[config.mk]
export PLATFORM = sky130hd
export DESIGN_NAME = obi_fetch_stream
export DESIGN_NICKNAME = d
export VERILOG_FILES = /design/src/rtl/obi_fetch_stream.sv
export SDC_FILE = /design/constraint.sdc
export NUM_CORES = 1
export LEC_CHECK = 0
export CORE_MARGIN = 5
export CORE_UTILIZATION = 52
export CTS_CLUSTER_DIAMETER = 200
export DETAILED_ROUTE_END_ITERATION = 8
export GPL_TIMING_DRIVEN = 0
export PLACE_DENSITY = 0.88
export SLEW_MARGIN = 5
export SYNTH_ARGS = -nofsm -noshare
export SYNTH_HDL_FRONTEND = slang
export SYNTH_SLANG_ARGS = --single-unit
[constraint.sdc]
create_clock -name clk_i -period 3.98 [get_ports clk_i]
set_clock_uncertainty 0.1 [all_clocks]
set_input_delay 0.995 -clock clk_i [delete_from_list [all_inputs] [get_ports clk_i]]
set_output_delay 0.995 -clock clk_i [all_outputs]
set_load 0.01 [all_outputs]
[src/rtl/obi_fetch_stream.sv]
// Read-only OBI manager: fetches a run of sequential words from SRAM and
// returns them as a valid/ready stream with a last marker.
module obi_fetch_stream #(
  parameter int unsigned AddrWidth      = 32,
  parameter int unsigned DataWidth      = 32,
  parameter int unsigned LenWidth       = 16,
  parameter int unsigned FifoDepth      = 4,
  parameter int unsigned MaxOutstanding = 2
) (
  input  logic                   clk_i,
  input  logic                   rst_i,
  input  logic                   start_i,
  input  logic [AddrWidth-1:0]   base_addr_i,
  input  logic [LenWidth-1:0]    len_i,
  output logic                   busy_o,
  output logic                   done_o,
  output logic                   err_o,
  output logic                   obi_req_o,
  input  logic                   obi_gnt_i,
  output logic [AddrWidth-1:0]   obi_addr_o,
  output logic                   obi_we_o,
  output logic [DataWidth/8-1:0] obi_be_o,
  output logic [DataWidth-1:0]   obi_wdata_o,
  input  logic                   obi_rvalid_i,
  input  logic [DataWidth-1:0]   obi_rdata_i,
  input  logic                   obi_err_i,
  output logic                   data_valid_o,
  input  logic                   data_ready_i,
  output logic [DataWidth-1:0]   data_o,
  output logic                   data_last_o
);

  localparam int unsigned PtrW = (FifoDepth > 1) ? $clog2(FifoDepth) : 1;
  localparam int unsigned CntW = $clog2(FifoDepth + 1);
  localparam int unsigned OutW = $clog2(MaxOutstanding + 1);
  localparam int unsigned SumW = CntW + 1;
  localparam logic [AddrWidth-1:0] Stride = AddrWidth'(DataWidth / 8);

  typedef enum logic [1:0] {
    IDLE,
    FETCH,
    DRAIN
  } state_e;

  state_e                 state_q;
  logic [AddrWidth-1:0]   addr_q;
  logic [LenWidth-1:0]    req_left_q;
  logic [LenWidth-1:0]    pop_left_q;
  logic [OutW-1:0]        outst_q;
  logic [CntW-1:0]        count_q;
  logic [PtrW-1:0]        wptr_q;
  logic [PtrW-1:0]        rptr_q;
  logic [DataWidth-1:0]   mem_q [FifoDepth];
  logic                   busy_q;
  logic                   done_q;
  logic                   err_q;

  logic                   req;
  logic                   gnt_fire;
  logic                   push;
  logic                   pop;
  logic                   start_ok;
  logic [SumW-1:0]        credit_sum;

  // Every granted read reserves a FIFO slot, so a response always has room.
  // Credits only shrink on a grant, which keeps an asserted request stable.
  always_comb begin
    credit_sum = SumW'(outst_q) + SumW'(count_q);
    req        = (state_q == FETCH) && (req_left_q != '0)
                 && (outst_q < OutW'(MaxOutstanding))
                 && (credit_sum < SumW'(FifoDepth));
    gnt_fire   = req && obi_gnt_i;
    pop        = (count_q != '0) && data_ready_i;
    push       = obi_rvalid_i && ((count_q != CntW'(FifoDepth)) || pop);
    start_ok   = start_i && !busy_q && (state_q == IDLE);
  end

  always_ff @(posedge clk_i or posedge rst_i) begin
    if (rst_i) begin
      state_q    <= IDLE;
      addr_q     <= '0;
      req_left_q <= '0;
      pop_left_q <= '0;
      busy_q     <= 1'b0;
      done_q     <= 1'b0;
      err_q      <= 1'b0;
    end else begin
      done_q <= 1'b0;
      if (obi_rvalid_i && obi_err_i) begin
        err_q <= 1'b1;
      end
      if (pop && (pop_left_q != '0)) begin
        pop_left_q <= pop_left_q - LenWidth'(1);
      end
      unique case (state_q)
        IDLE: begin
          busy_q <= 1'b0;
          if (start_ok) begin
            err_q <= 1'b0;
            if (len_i != '0) begin
              addr_q     <= base_addr_i;
              req_left_q <= len_i;
              pop_left_q <= len_i;
              busy_q     <= 1'b1;
              state_q    <= FETCH;
            end else begin
              // Empty transfer: one-cycle busy/done pulse, no bus traffic.
              busy_q <= 1'b1;
              done_q <= 1'b1;
            end
          end
        end
        FETCH: begin
          if (gnt_fire) begin
            addr_q     <= addr_q + Stride;
            req_left_q <= req_left_q - LenWidth'(1);
            if (req_left_q == LenWidth'(1)) begin
              state_q <= DRAIN;
            end
          end
        end
        DRAIN: begin
          if (pop_left_q == '0) begin
            done_q  <= 1'b1;
            busy_q  <= 1'b0;
            state_q <= IDLE;
          end
        end
        default: state_q <= IDLE;
      endcase
    end
  end

  always_ff @(posedge clk_i or posedge rst_i) begin
    if (rst_i) begin
      outst_q <= '0;
    end else begin
      unique case ({gnt_fire, obi_rvalid_i})
        2'b10:   outst_q <= outst_q + OutW'(1);
        2'b01:   if (outst_q != '0) outst_q <= outst_q - OutW'(1);
        default: outst_q <= outst_q;
      endcase
    end
  end

  always_ff @(posedge clk_i) begin
    if (push) begin
      mem_q[wptr_q] <= obi_rdata_i;
    end
  end

  always_ff @(posedge clk_i or posedge rst_i) begin
    if (rst_i) begin
      wptr_q  <= '0;
      rptr_q  <= '0;
      count_q <= '0;
    end else begin
      if (push) begin
        wptr_q <= wptr_q + PtrW'(1);
      end
      if (pop) begin
        rptr_q <= rptr_q + PtrW'(1);
      end
      unique case ({push, pop})
        2'b10:   count_q <= count_q + CntW'(1);
        2'b01:   count_q <= count_q - CntW'(1);
        default: count_q <= count_q;
      endcase
    end
  end

  assign busy_o       = busy_q;
  assign done_o       = done_q;
  assign err_o        = err_q;
  assign obi_req_o    = req;
  assign obi_addr_o   = addr_q;
  assign obi_we_o     = 1'b0;
  assign obi_be_o     = '1;
  assign obi_wdata_o  = '0;
  assign data_valid_o = (count_q != '0);
  assign data_o       = mem_q[rptr_q];
  assign data_last_o  = data_valid_o && (pop_left_q == LenWidth'(1));

endmodule
==> metrics.log <==
INFO  metric cts_root_buffer = sky130_fd_sc_hd__clkbuf_16
INFO  metric cts.htree.levels = 1
INFO  metric critPathArrivalTime = 2.76 ns
INFO  metric numPortBuffers = 156
INFO  metric clock_path_buffers = 3
INFO  metric critical_path.endpoint_type = output port
INFO  metric ys_seq_area_frac = 0.591
INFO  metric async_flop_share = 0.379
INFO  metric synth.avg_cell_area = 12.4 sq um
INFO  metric yosys_warnings = 0
INFO  metric synth_area = 9810 sq um
INFO  metric via_count_of_the_first_global_routing_pass = 7766
INFO  metric worstSkewPairLatency = 0.50 ns
INFO  metric hpwl_detailed = 18.3 mm
INFO  metric multi_input_area = 3610 sq um
INFO  metric tritoncts.num_buffers = 22
INFO  metric hp-class = reg2reg
INFO  metric post_route_cells_drive_above_1_share = 0.134
INFO  metric cap_viol_max_count = 0
INFO  metric core_area = 18600 sq um
INFO  metric power_density = 736 nW/um^2
INFO  metric row_count = 50
INFO  metric critical_path_peak_fanout = 10
INFO  metric synth_edf_count = 128
INFO  metric finalMaxSlewViolations = 0
INFO  metric timing.hold.worst_path_depth = 2
INFO  metric utilization = 0.674
INFO  metric layout_stage_area_growth_over_the_synthesis_result = 28.0%
INFO  metric synth.largest_area_cell = sky130_fd_sc_hd__edfxtp_1
INFO  metric global_route.usage.total = 0.244
INFO  metric synth-main-ff-cell = sky130_fd_sc_hd__edfxtp_1
INFO  metric grt_antenna_before_repair = 1
INFO  metric synth_seq_cells = 206
INFO  metric p_leak = 4.60 nW
INFO  metric required = 2.88 ns
INFO  metric yosys.cell_count.top_type = sky130_fd_sc_hd__edfxtp_1
INFO  metric cts_tree = built
INFO  metric drt_iter0_drc = 710
INFO  metric synth_common_cells = 128 x sky130_fd_sc_hd__edfxtp_1, 78 x sky130_fd_sc_hd__dfrtp_1, 59 x sky130_fd_sc_hd__a21oi_1, 56 x sky130_fd_sc_hd__nor2_1, 41 x sky130_fd_sc_hd__nand2_1
INFO  metric synthCells = 789
INFO  metric nets = 1103
INFO  metric unrepaired_setup_endpoints_after_global_routing = yes
INFO  metric number_of_hold_slack_violations_in_the_final_timing_report = 0
INFO  metric critical_path_class = reg2out
INFO  metric synth.distinct_cells = 66
INFO  metric gp_congestion = 0.958
INFO  metric top_level_ports = 194
INFO  metric drt_first_pass_iters = 5
INFO  metric grt_start_max_net_pins = 52
INFO  metric start_util = 0.526
INFO  metric worst_slew_pin_slew = 0.884 ns
INFO  metric die-height = 147 microns
INFO  metric report.final.setup_viol = 0
INFO  metric worst_ir_drop_vdd = 0.432 mV
INFO  metric finalCriticalPeriod = 3.85 ns
INFO  metric fp.dieW = 147 microns
INFO  metric synth.top_cells.by_area = sky130_fd_sc_hd__edfxtp_1 39%, sky130_fd_sc_hd__dfrtp_1 20%, sky130_fd_sc_hd__mux4_2 7.3%
INFO  metric crit_path_start_kind = flop
INFO  metric synth_largest_type_area_fraction = 0.392
INFO  metric detail-route-antenna-nets = 0
INFO  metric clkSinkCount = 206
INFO  metric clkSlewWorstSetupHoldPaths = 0.06 ns
INFO  metric stdcell_area = 12600 sq um
INFO  metric seqCellArea = 5800 sq um
INFO  metric grt_remaining_overflow = 0
INFO  metric post_drt_wl_per_cell = 21.5 microns
INFO  metric routed_via_density = 6.13
INFO  metric via_total_after_detailed_routing = 7695
INFO  metric placed_cell_area = 11800 sq um
INFO  metric timing.reg2reg.worst_path_depth = 7
INFO  metric outcome = finished, final reports clean
INFO  metric slew-limit-headroom = 0.411
INFO  metric fill_cells = 1315
INFO  metric die_area = 21700 sq um
INFO  metric finalCritPeriodShare = 0.968
INFO  metric grt_pass1_wl = 42.3 mm
INFO  metric max_clock_freq = 260 MHz
INFO  metric drt_wl_total = 27.0 mm
INFO  metric postCtsHoldBufs = 0
INFO  metric drcViolationCount = 0
[what timing repair did]
action,4_1_cts,5_1_grt
buffers inserted,1,0
cloned,0,0
resized for setup,16,5
endpoints found under the setup margin,29,29
pin swaps,1,0
hold endpoints to repair,0,0
[state kept, by name (all words and copies together) (netlist names)]
| name | cells |
|---|---|
| pop_left_q | 16 |
| state_q | 2 |
| count_q | 3 |
| mem_q | 128 |
| obi_addr_o | 32 |
| err_o | 1 |
| rptr_q | 2 |
| done_o | 1 |
| busy_o | 1 |
| outst_q | 2 |
| req_left_q | 16 |
| wptr_q | 2 |
[power breakdown]
part / internal (mW) / switching [mW] / leakage, nW
clock: 1.13 / 0.842 / 0.340
combinational: 1.80 / 2.00 / 2.19
sequential: 2.94 / 0.530 / 2.07
[routing by layer]
layer,global-route usage,routed length [microns]
met4,0.0876,908
met2,0.404,13200
met3,0.0503,2890
met1,0.322,10000
met5,0,0
[cells in the final DEF (no fill, tap or decap), types with 8 or more instances in the layout]
cell / netlist / final
sky130_fd_sc_hd__a21oi_1: 59 / 59
sky130_fd_sc_hd__conb_1: 2 / 37
sky130_fd_sc_hd__clkdlybuf4s50_1: 0 / 156
sky130_fd_sc_hd__nand2_1: 41 / 41
sky130_fd_sc_hd__inv_1: 19 / 18
sky130_fd_sc_hd__o21ai_1: 18 / 18
sky130_fd_sc_hd__mux4_2: 32 / 32
sky130_fd_sc_hd__xnor2_1: 17 / 17
sky130_fd_sc_hd__buf_4: 40 / 42
sky130_fd_sc_hd__edfxtp_1: 128 / 128
sky130_fd_sc_hd__o21ai_0: 26 / 26
sky130_fd_sc_hd__o31ai_1: 11 / 11
sky130_fd_sc_hd__dfrtp_1: 78 / 78
sky130_fd_sc_hd__clkbuf_1: 34 / 31
sky130_fd_sc_hd__o22a_1: 8 / 8
sky130_fd_sc_hd__nand3_1: 17 / 17
sky130_fd_sc_hd__a31oi_1: 15 / 15
sky130_fd_sc_hd__clkbuf_16: 0 / 23
sky130_fd_sc_hd__nor3_1: 18 / 18
sky130_fd_sc_hd__o22ai_1: 11 / 11
sky130_fd_sc_hd__ha_1: 11 / 11
sky130_fd_sc_hd__a211oi_1: 9 / 9
sky130_fd_sc_hd__nand4_1: 19 / 19
sky130_fd_sc_hd__nor2_1: 56 / 55
sky130_fd_sc_hd__nor4_1: 13 / 13
[worst max-delay path, cell delays in order (launching register included)]
cell                              delay, ns
sky130_fd_sc_hd__dfrtp_1               0.32
sky130_fd_sc_hd__clkbuf_1              0.42
sky130_fd_sc_hd__buf_2                 0.44
sky130_fd_sc_hd__mux4_2                0.59
sky130_fd_sc_hd__clkdlybuf4s50_1       0.50
[area by class of cell]
cell class	instances	share of cell area
Sequential cell	206	0.461
Multi-Input combinational cell	515	0.288
Timing Repair Buffer	158	0.127
Clock buffer	25	0.0464
Buffer	82	0.0382
Tap cell	234	0.0233
Clock inverter	15	0.00976
Inverter	19	0.00588
Antenna cell	1	0.000199
[kinds of logic (layout without fill, tap and decap cells)]
| logic type | count (synthesis) | count (layout) | synth area share |
|---|---|---|---|
| AO/OA/AOI/OAI | 198 | 198 | 0.129 |
| XOR/XNOR | 19 | 19 | 0.0170 |
| adder cells (fa/ha/maj) | 12 | 12 | 0.0161 |
| buffers and inverters | 103 | 299 | 0.0554 |
| flip-flops | 206 | 206 | 0.591 |
| multiplexers | 37 | 37 | 0.0788 |
| other | 2 | 38 | 0.000766 |
| AND/OR/NAND/NOR | 212 | 212 | 0.113 |
[path summary, 6_finish.rpt]
| kind | start | to | slack [ns] |
|---|---|---|---|
| min in group asynchronous | rst_i | obi_addr_o[31] | 0.75 |
| setup reg to reg | obi_addr_o[2] | obi_addr_o[28] | 1.03 |
| hold / removal | err_o | err_o | 0.40 |
| max in group asynchronous | rst_i | obi_addr_o[7] | 2.43 |
| hold reg to reg | err_o | err_o | 0.40 |
| setup / recovery | rptr_q[0] | data_o[25] | 0.13 |
[per-stage QoR]
stage	worst slack [ns]	cells	setup TNS (ns)	power, mW	hold slack [ns]
2_1_floorplan	0.890	824	0	5.54	0.360
3_3_place_gp	-0.549	1214	-42.34	7.06	0.376
3_5_place_dp	0.0423	1215	0	7.18	0.390
4_1_cts	0.00377	1256	0	9.23	0.404
5_1_grt	-0.0380	1254	-0.271	9.73	0.432
6_report	0.126	1255	0	9.24	0.397
Power figures use the tool's default switching activity.
